[config.mk]
export PLATFORM = sky130hd
export DESIGN_NAME = seq_divider_flat
export DESIGN_NICKNAME = d
export VERILOG_FILES = /design/src/rtl/seq_divider_if.sv /design/src/rtl/seq_divider.sv /design/src/flat_wrapper.sv
export SDC_FILE = /design/constraint.sdc
export NUM_CORES = 1
export LEC_CHECK = 0
export ABC_AREA = 1
export CAP_MARGIN = 0
export CORE_MARGIN = 5
export CORE_UTILIZATION = 40
export CTS_BUF_LIST = sky130_fd_sc_hd__clkbuf_8
export CTS_CLUSTER_SIZE = 16
export DETAILED_ROUTE_END_ITERATION = 8
export SLEW_MARGIN = 15
export SYNTH_ARGS = -nofsm -noshare
export SYNTH_HDL_FRONTEND = slang
export SYNTH_SLANG_ARGS = --single-unit
[constraint.sdc]
create_clock -name i_clk -period 2.4 [get_ports i_clk]
set_clock_uncertainty 0.1 [all_clocks]
set_input_delay 0.36 -clock i_clk [delete_from_list [all_inputs] [get_ports i_clk]]
set_output_delay 0.36 -clock i_clk [all_outputs]
set_load 0.01 [all_outputs]
[src/rtl/seq_divider_if.sv]
// Request/result bundle for seq_divider: operands and start from the requester,
// status and results back from the divider.
interface seq_divider_if #(
    parameter int WIDTH = 16
);
    // start is a request that is taken only while the divider is idle; there is
    // no ready signal, so a requester waits for busy low before pulsing start.
    logic             start;
    logic [WIDTH-1:0] dividend;
    logic [WIDTH-1:0] divisor;
    logic             busy;
    logic             done;
    logic [WIDTH-1:0] quotient;
    logic [WIDTH-1:0] remainder;
    logic             div_by_zero;

    modport master (
        output start, dividend, divisor,
        input  busy, done, quotient, remainder, div_by_zero
    );

    modport slave (
        input  start, dividend, divisor,
        output busy, done, quotient, remainder, div_by_zero
    );
endinterface

[src/rtl/seq_divider.sv]
// Unsigned divider by repeated subtraction: one subtraction per cycle,
// one-cycle done pulse, divide-by-zero flag held until the next accepted start.
module seq_divider #(
    parameter int WIDTH = 16
) (
    input  logic              i_clk,
    input  logic              i_rst_n,
    seq_divider_if.slave      io_bus,
    output logic [1:0]        o_state
);
    typedef enum logic [1:0] {
        S_IDLE = 2'd0,
        S_COMP = 2'd1,
        S_DONE = 2'd2
    } state_t;

    localparam logic [WIDTH-1:0] ONE = {{(WIDTH-1){1'b0}}, 1'b1};

    state_t           r_state;
    logic [WIDTH-1:0] r_rem;
    logic [WIDTH-1:0] r_quo;
    logic [WIDTH-1:0] r_div;
    logic             r_dbz;
    logic             r_busy;
    logic             r_done;

    logic             w_ge;
    logic [WIDTH-1:0] w_diff;

    assign w_ge   = (r_rem >= r_div);
    assign w_diff = r_rem - r_div;

    // busy/done are registered alongside the state so they track it exactly.
    always_ff @(posedge i_clk) begin
        if (!i_rst_n) begin
            r_state <= S_IDLE;
            r_rem   <= '0;
            r_quo   <= '0;
            r_div   <= '0;
            r_dbz   <= 1'b0;
            r_busy  <= 1'b0;
            r_done  <= 1'b0;
        end else begin
            case (r_state)
                S_IDLE: begin
                    if (io_bus.start) begin
                        r_rem   <= io_bus.dividend;
                        r_div   <= io_bus.divisor;
                        r_quo   <= '0;
                        r_dbz   <= 1'b0;
                        r_busy  <= 1'b1;
                        r_state <= S_COMP;
                    end
                end
                S_COMP: begin
                    if (r_div == '0) begin
                        r_dbz   <= 1'b1;
                        r_quo   <= '1;
                        r_done  <= 1'b1;
                        r_state <= S_DONE;
                    end else if (w_ge) begin
                        r_rem <= w_diff;
                        r_quo <= r_quo + ONE;
                    end else begin
                        r_done  <= 1'b1;
                        r_state <= S_DONE;
                    end
                end
                S_DONE: begin
                    r_done  <= 1'b0;
                    r_busy  <= 1'b0;
                    r_state <= S_IDLE;
                end
                default: begin
                    r_done  <= 1'b0;
                    r_busy  <= 1'b0;
                    r_state <= S_IDLE;
                end
            endcase
        end
    end

    assign io_bus.busy        = r_busy;
    assign io_bus.done        = r_done;
    assign io_bus.quotient    = r_quo;
    assign io_bus.remainder   = r_rem;
    assign io_bus.div_by_zero = r_dbz;
    assign o_state            = r_state;
endmodule

[src/flat_wrapper.sv]
// flat-port wrapper written by rule: the top's interface ports become plain ports
module seq_divider_flat 
#(
    parameter int WIDTH = 16
)
  (i_clk, i_rst_n, o_state, io_bus_start, io_bus_dividend, io_bus_divisor, io_bus_busy, io_bus_done, io_bus_quotient, io_bus_remainder, io_bus_div_by_zero);
  seq_divider_if #(.WIDTH(WIDTH)) io_bus_i ();
  input  logic i_clk;
  input  logic i_rst_n;
  output logic [1:0] o_state;
  input wire logic [$bits(io_bus_i.start)-1:0] io_bus_start;
  input wire logic [$bits(io_bus_i.dividend)-1:0] io_bus_dividend;
  input wire logic [$bits(io_bus_i.divisor)-1:0] io_bus_divisor;
  output wire logic [$bits(io_bus_i.busy)-1:0] io_bus_busy;
  output wire logic [$bits(io_bus_i.done)-1:0] io_bus_done;
  output wire logic [$bits(io_bus_i.quotient)-1:0] io_bus_quotient;
  output wire logic [$bits(io_bus_i.remainder)-1:0] io_bus_remainder;
  output wire logic [$bits(io_bus_i.div_by_zero)-1:0] io_bus_div_by_zero;
  assign io_bus_i.start = io_bus_start;
  assign io_bus_i.dividend = io_bus_dividend;
  assign io_bus_i.divisor = io_bus_divisor;
  assign io_bus_busy = io_bus_i.busy;
  assign io_bus_done = io_bus_i.done;
  assign io_bus_quotient = io_bus_i.quotient;
  assign io_bus_remainder = io_bus_i.remainder;
  assign io_bus_div_by_zero = io_bus_i.div_by_zero;
  seq_divider #(.WIDTH(WIDTH)) u_core (.i_clk(i_clk), .i_rst_n(i_rst_n), .io_bus(io_bus_i), .o_state(o_state));
endmodule
==> Word level (Yosys, flattened, before mapping) <==
Index checks and enable logic that the tools add are counted.
{ "classes": {"bitwise": 2, "div": 0, "eq_ne": 7, "reduce_logical": 10, "multipliers": 0, "n_shift": 0, "addsub": 2, "mux": 20, "n_lt_le_gt_ge": 1} }
{ "op_table": {"columns": ["cell", "count"], "rows": [
  ["$mux W16", 6],
  ["$pmux W16 S2", 2],
  ["$add A16 B1 Y16 const B", 1],
  ["$ge A16 B16 Y1", 1],
  ["$logic_not A16 Y1", 1],
  ["$sub A16 B16 Y16", 1],
  ["$reduce_and A2 Y1", 4],
  ["$mux W2", 3],
  ["$pmux W1 S2", 3],
  ["$reduce_and A3 Y1", 2],
  ["$mux W1", 5],
  ["$ne A2 B1 Y1 const B", 2],
  ["$ne A2 B2 Y1 const B", 2],
  ["$pmux W2 S2", 1],
  ["$reduce_and A4 Y1", 1],
  ["$ne A3 B1 Y1 const B", 1],
  ["$ne A3 B3 Y1 const B", 1],
  ["$eq A2 B1 Y1 const B", 1],
  ["$logic_not A2 Y1", 1],
  ["$not A1 Y1", 2],
  ["$reduce_bool A2 Y1", 1]
]} }
{ "word_totals": {"mem_bits_rw": 0, "latch_bits": 0, "wordCells": 49, "romBits": 0, "out_inout_bits": 37, "n_memories": 0, "reg_bits": 53} }

==> Depth between registers and ports, before layout <==
Gate-level depths: netlist of the first run.
{ "logic_depth": {"depth_word": 4, "mapped_depth": 16, "depth_no_buf": 15} }

==> Least setup slack after synthesis of the first run <==
OpenSTA, ideal clock, no wires.
{ "synth_timing": {"path_kind": "reg-to-reg", "start": "reg u_core.r_rem[0] (netlist: u_core.io_bus.remainder[0])", "end": "reg u_core.r_rem[2] (netlist: u_core.io_bus.remainder[2])", "arrival_time_ns": 1.908, "path_buffers": 1, "stages_incl_launch_ff": 16, "t_required_ns": 2.184, "path_slack_ns": 0.276, "cell_sequence": "dfxtp_1 > inv_1 > ha_1 > inv_1 > fa_1 > nand2_1 > nand2_1 > nand3_2 > nand3_2 > nand2_1 > nand2_2 > nand2_2 > nand2_4 > buf_6 > o21ai_0 > nor2_1"} }
{ "synth_between": {"elab_chain_len": 4, "word_cells_on_any_way": 7, "cone_classes": "add/sub: 1; order compare: 1; eq/ne: 1; mux: 3; reduce/logical: 1"} }
{ "synth_rtl": {"columns": ["element", "line_no", "text"], "rows": [
  ["from (decl)", "seq_divider.sv:20", "logic [WIDTH-1:0] r_rem;"],
  ["from (signal assigned)", "seq_divider.sv:47", "r_rem <= io_bus.dividend;"],
  ["from (signal assigned)", "seq_divider.sv:62", "r_rem <= w_diff;"],
  ["$sub A16 B16 Y16", "seq_divider.sv:31", "assign w_diff = r_rem - r_div;"],
  ["$mux W16", "seq_divider.sv:61", "end else if (w_ge) begin"],
  ["$mux W16", "seq_divider.sv:56", "if (r_div == '0) begin"],
  ["$pmux W16 S2", "seq_divider.sv:44", "case (r_state)"]
]} }
Parallel ways exist; a longest one is shown, timed or not. The select of a mux whose other input is x is not followed.
A chain may end at the register's enable or synchronous reset.

==> Worst setup path in the final report of the first run <==
{ "layout_timing": {"start": "reg u_core.r_rem[0] (netlist: u_core.io_bus.remainder[0])", "end": "reg u_core.r_quo[8] (netlist: u_core.io_bus.quotient[8])"} }
{ "layout_between": {"elab_chain_len": 3} }
{ "layout_rtl": {"columns": ["element", "line_no", "text"], "rows": [
  ["$ge A16 B16 Y1", "seq_divider.sv:30", "assign w_ge = (r_rem >= r_div);"],
  ["$ne A3 B1 Y1 (no source line)", null, null],
  ["$reduce_and A3 Y1 (no source line)", null, null],
  ["to (signal assigned)", "seq_divider.sv:63", "r_quo <= r_quo + ONE;"],
  ["to (decl)", "seq_divider.sv:21", "logic [WIDTH-1:0] r_quo;"]
]} }
Every way passes these cells.

==> results.sh, run 1 <==
export IMPL_setup_worst_path_end="u_core.io_bus.quotient[8]"
export IMPL_vdd_drop_max_mv=0.396
export IMPL_r2r_slack_ns=0.13
export IMPL_antenna_found_initial=0
export IMPL_r2r_end="u_core.io_bus.quotient[8]"
export IMPL_power_density_nw_per_um2=814
export IMPL_setup_ws_ns=0.130
export IMPL_core_area_sq_um=9240
export IMPL_final_cell_mix="nand2_1, inv_1, nor2_1"
export IMPL_dpl_hpwl_microns=8700
export IMPL_die_w_microns=107
export IMPL_hold_viol=0
export IMPL_viasPerCell=5.04
export IMPL_cts_hold_buf=0
export IMPL_grt_overflow=0
export IMPL_final_setup_tns_ns=0
export IMPL_hp_class="reg -> reg"
export IMPL_post_place_ws_ns=0.109
export IMPL_cts_tree="yes"
export IMPL_remaining_drc_errors=0
export IMPL_clock_latency_ns=0.31
export IMPL_track_usage_pct=20.1
export IMPL_nets=725
export IMPL_worst_pin_slew_ns=0.438
export IMPL_yosysWarnings=0
export IMPL_period_needed_ns=2.27
export IMPL_drive_gt1_share_pct=9.36
export IMPL_fmax_mhz=441
export IMPL_report_final_slew_viol_count=0
export IMPL_hold_depth=2
export IMPL_place_congestion=0.885
export IMPL_rows=35
export IMPL_io_pins=72
export IMPL_wl_per_cell_microns=14.1
export IMPL_h_tree_depth=2
export IMPL_numCtsBuffers=5
export IMPL_setup_viol=0
export IMPL_num_vias=4046
export IMPL_power_leakage_nw=2.08
export IMPL_slowest_delay_ns=0.39
export IMPL_initial_core_util_pct=40.9
export IMPL_synth_seq_area_share_pct=28.1
export IMPL_worstPathMaxFanout=17
export IMPL_final_common_cell="nand2_1"
export IMPL_slowest_stage="fa_1"
export IMPL_synth_seq_cells=53
export IMPL_grt_pass1_vias=3936
export IMPL_crit_chain="inv_1 > ha_1 > inv_1 > fa_1 > nand2_1 > nand2_2 > nand3_2 > nand3_2 > nand2_1 > nand2_2 > nand2_4 > nand2_8 > nand2_1 > a21oi_1"
export IMPL_first_pass_iters=4
export IMPL_cts_max_path_buffers=2
export IMPL_worstSetupPathType="reg -> reg"
export IMPL_placed_area_sq_um=4620
export IMPL_antenna_cells=0
export IMPL_crit_path_start_kind="flip-flop"
export IMPL_cap_violations=0
export IMPL_synth_area_per_cell_sq_um=6.27
export IMPL_synthCells=602
export IMPL_synth_nets=655
export IMPL_die_h_microns=107
export IMPL_critPathMostFrequentCell="nand2_1"
export IMPL_cp_depth=14
export IMPL_relSlewSlack_pct=70.7
export IMPL_wirelength_microns=11300
export IMPL_drtIter0Drc=164
export IMPL_fin_crit_sh_pct=94.6
export IMPL_clk_pin_slew_worst_paths_ns=0.11
export IMPL_worstPathArrival_ns=2.36
export IMPL_startpoint="u_core.io_bus.remainder[0]"
export IMPL_cts_root_buf="clkbuf_8"
export IMPL_status="complete, no violations"
export IMPL_required_ns=2.49
export IMPL_stdcell_area_sq_um=4750
export IMPL_synth_cell_types=31
export IMPL_ant_nets=0
export IMPL_reg2reg_from="u_core.io_bus.remainder[0]"
export IMPL_crit_family="simple AND/OR/NAND/NOR gates"
export IMPL_dieArea_sq_um=11500
export IMPL_area_growth_pct=25.8
export IMPL_io_buffers=71
export IMPL_rr_worst_depth=14
export IMPL_grt_max_degree=31
export IMPL_endpoint_kind="flip-flop"
export IMPL_rsz0062_at_grt="true"
export IMPL_clock_sinks=53
export IMPL_synth_area_sq_um=3770
export IMPL_path_buf_inv=2
export IMPL_grt_pass1_wl_microns=18800
[Yosys cell counts]
library cell / number / area (sq um)
xnor2_1: 3 / 26.3
nor2_2: 1 / 6.26
nand2_2: 16 / 100
nand3_1: 60 / 300
and2_1: 2 / 12.5
buf_2: 1 / 5.00
nand4_1: 14 / 87.6
xor2_1: 4 / 35.0
o21ai_1: 5 / 25.0
nand3_2: 2 / 20.0
o21ai_0: 32 / 160
or2_2: 2 / 12.5
nand2_4: 2 / 22.5
nor2_1: 78 / 293
or2_0: 1 / 6.26
nand2_8: 1 / 20.0
a31oi_1: 2 / 12.5
nor3_2: 1 / 10.0
nor3_1: 8 / 40.0
ha_1: 17 / 213
clkbuf_1: 13 / 48.8
inv_2: 4 / 15.0
buf_12: 1 / 20.0
buf_6: 4 / 45.0
fa_1: 1 / 20.0
inv_1: 78 / 293
a21oi_1: 43 / 215
dfxtp_1: 53 / 1060
nand2_1: 139 / 522
nor2_4: 2 / 22.5
a21oi_2: 12 / 105
[worst min path at each step]
stage                                start               end
after floorplan           u_core.r_div[14]  u_core.r_div[14]
after global placement    u_core.r_div[14]  u_core.r_div[14]
after detailed placement  u_core.r_div[14]  u_core.r_div[14]
after CTS                 u_core.r_div[14]  u_core.r_div[14]
after global routing      u_core.r_div[14]  u_core.r_div[14]
final                     u_core.r_div[14]  u_core.r_div[14]
[sequential cells by signal, summed over array words and instances (netlist names)]
signal / flops
u_core.io_bus.done: 1
u_core.io_bus.busy: 1
u_core.o_state: 2
u_core.io_bus.quotient: 16
u_core.io_bus.div_by_zero: 1
u_core.io_bus.remainder: 16
u_core.r_div: 16
[repair_timing]
action,in CTS,in global routing
gates resized for setup,0,5
setup buffers,0,1
endpoints found under the setup margin,0,32
[per-layer routing]
| metal | share of wire [%] | GRT usage [%] | routed length [microns] |
|---|---|---|---|
| met1 | 46 | 25.7 | 5180 |
| met2 | 49 | 34.9 | 5500 |
| met3 | 3.9 | 2.95 | 437 |
| met4 | 1.5 | 5.66 | 167 |
| met5 | 0 | 0 | 0 |
[power breakdown]
group          switching, mW  internal [mW]
logic                   1.32          0.785
registers             0.0972          0.997
clock network          0.323          0.340
[cell families after synthesis]
| group | count (synthesis) | share of synthesized area, % |
|---|---|---|
| buf+inv | 101 | 11.3 |
| flops | 53 | 28.1 |
| xor+xnor | 7 | 1.62 |
| fa+ha+maj | 18 | 6.16 |
| compound gates | 94 | 13.7 |
| simple gates | 329 | 39.1 |
[worst min-delay path: cells and delay by family, from the launching register on]
family / cells / cell delay (ns)
AOI/OAI and AO/OA: 1 / 0.05
buffers and inverters: 1 / 0.06
DFF: 1 / 0.32
[area by class of cell]
| class | instances | area, sq um |
|---|---|---|
| multi-input combinational | 448 | 2290 |
| fill | 975 | 4490 |
| clock buffer | 6 | 82.6 |
| sequential | 53 | 1060 |
| tap | 129 | 161 |
| timing repair buffer | 82 | 806 |
| clock inverter | 2 | 37.5 |
| inverter | 82 | 310 |
[stage by stage]
stage | total power [mW] | utilization [%] | hold WS, ns | cells
after floorplan | 2.60 | - | 0.336 | 602
after global placement | 3.18 | 50.0 | 0.347 | 793
after detailed placement | 3.20 | 50.0 | 0.356 | 793
after CTS | 3.86 | 51.3 | 0.370 | 801
after global routing | 4.22 | 51.4 | 0.394 | 802
final | 3.86 | 51.4 | 0.366 | 802
Power figures use the tool's default switching activity.
==> run 2: changes to the inputs <==
CTS_BUF_LIST = sky130_fd_sc_hd__clkbuf_16   (was sky130_fd_sc_hd__clkbuf_8)
==> results.sh, run 2 (synthesized netlist as in run 1, its figures left out) <==
export IMPL_status="complete, no violations"
export IMPL_clk_pin_slew_worst_paths_ns=0.07
export IMPL_cts_root_buf="clkbuf_16"
export IMPL_track_usage_pct=20.1
export IMPL_die_w_microns=107
export IMPL_fmax_mhz=441
export IMPL_io_pins=72
export IMPL_fin_crit_sh_pct=94.5
export IMPL_ant_nets=0
export IMPL_final_cell_mix="nand2_1, inv_1, nor2_1"
export IMPL_slowest_stage="fa_1"
export IMPL_place_congestion=0.885
export IMPL_final_common_cell="nand2_1"
export IMPL_rows=35
export IMPL_grt_overflow=0
export IMPL_relSlewSlack_pct=70.7
export IMPL_use_met3_pct=3.01
export IMPL_rsz0062_at_grt="true"
export IMPL_endpoint_kind="flip-flop"
export IMPL_grt_pass1_vias=3933
export IMPL_hp_class="reg -> reg"
export IMPL_slowest_delay_ns=0.39
export IMPL_antenna_found_initial=0
export IMPL_nets=725
export IMPL_final_setup_tns_ns=0
export IMPL_worstSetupPathType="reg -> reg"
export IMPL_power_mw=4.04
export IMPL_fill_cells=969
export IMPL_area_growth_pct=27.0
export IMPL_placed_area_sq_um=4620
export IMPL_num_vias=4050
export IMPL_clock_sinks=53
export IMPL_first_pass_iters=4
export IMPL_worst_pin_slew_ns=0.438
export IMPL_dpl_hpwl_microns=8700
export IMPL_regArea_sq_um=1060
export IMPL_hold_viol=0
export IMPL_grt_pass1_wl_microns=18800
export IMPL_cts_tree="yes"
export IMPL_multi_input_area_sq_um=2290
export IMPL_post_place_ws_ns=0.109
export IMPL_setup_ws_ns=0.132
export IMPL_initial_core_util_pct=40.9
export IMPL_h_tree_depth=2
export IMPL_required_ns=2.47
export IMPL_dieArea_sq_um=11500
export IMPL_core_area_sq_um=9240
export IMPL_viasPerCell=5.05
export IMPL_power_leakage_nw=2.10
export IMPL_drive_gt1_share_pct=9.21
export IMPL_met2_usage_pct=35.6
export IMPL_stdcell_area_sq_um=4790
export IMPL_worstPathArrival_ns=2.34
export IMPL_remaining_drc_errors=0
export IMPL_worstPathMaxFanout=17
export IMPL_setup_viol=0
export IMPL_power_density_nw_per_um2=843
export IMPL_report_final_slew_viol_count=0
export IMPL_clock_latency_ns=0.30
export IMPL_numCtsBuffers=5
export IMPL_busiest_layer="met2"
export IMPL_period_needed_ns=2.27
export IMPL_critPathMostFrequentCell="nand2_1"
export IMPL_vdd_drop_max_mv=0.408
export IMPL_cap_violations=0
export IMPL_antenna_cells=0
export IMPL_wl_per_cell_microns=14.1
export IMPL_io_buffers=71
export IMPL_crit_path_start_kind="flip-flop"
export IMPL_wirelength_microns=11300
export IMPL_grt_use_met1_pct=25.6
export IMPL_crit_chain="inv_1 > ha_1 > inv_1 > fa_1 > nand2_1 > nand2_2 > nand3_2 > nand3_2 > nand2_1 > nand2_2 > nand2_4 > nand2_8 > nand2_1 > a21oi_1"
export IMPL_cts_hold_buf=0
export IMPL_drtIter0Drc=143
export IMPL_cts_max_path_buffers=2
export IMPL_grt_max_degree=31
export IMPL_die_h_microns=107
-- run 2: cell count changes in the layout (fill, tap and decap cells not counted) --
cell,change
clkbuf_8,-6
clkinv_1,+1
clkbuf_16,+5
-- run 2: repair_timing --
item,in CTS,in global routing
setup buffers,0,1
resized for setup,0,5
endpoints found under the hold margin,0,0
endpoints found under the setup margin,0,31
-- run 2: power breakdown --
| group | total [mW] | internal [mW] | switching (mW) |
|---|---|---|---|
| logic | 2.11 | 0.785 | 1.33 |
| clock network | 0.830 | 0.489 | 0.341 |
| registers | 1.10 | 0.997 | 0.0984 |
-- run 2: metal layers --
metal,wire (microns),vias to the layer above
met5,0,-
met4,93,0
met3,364,10
met2,5600,68
met1,5270,1901
li1,-,2071
-- run 2: stage by stage --
step | cells | hold WS (ns) | utilization [%]
finish | 802 | 0.361 | 51.9
global route | 802 | 0.389 | 51.9
CTS | 801 | 0.365 | 51.8
detailed placement | 793 | 0.356 | 50.0
global placement | 793 | 0.347 | 50.0
floorplan | 602 | 0.336 | -
-- run 2: layout make-up --
type	count	area share, %
well taps	129	3.37
repair buffers	82	16.8
clock inverters	3	0.861
flip-flops and latches	53	22.1
inverters	82	6.47
clock buffers	5	2.61
multi-input cells	448	47.8
-- run 2: worst max-delay path: cells and delay by family (launching register included) --
kind	cells	cell delay, ns
buf+inv	2	0.13
simple gates	9	0.99
compound gates	1	0.06
flops	1	0.32
fa+ha+maj	2	0.53
-- run 2: path summary, 6_finish.rpt --
kind         slack (ns)                  startpoint  depth (start not counted)                   endpoint
min                0.36            u_core.r_div[14]                          2           u_core.r_div[14]
max reg2reg        0.13  u_core.io_bus.remainder[0]                         14  u_core.io_bus.quotient[8]
min reg2reg        0.36            u_core.r_div[14]                          2           u_core.r_div[14]
max                0.13  u_core.io_bus.remainder[0]                         14  u_core.io_bus.quotient[8]
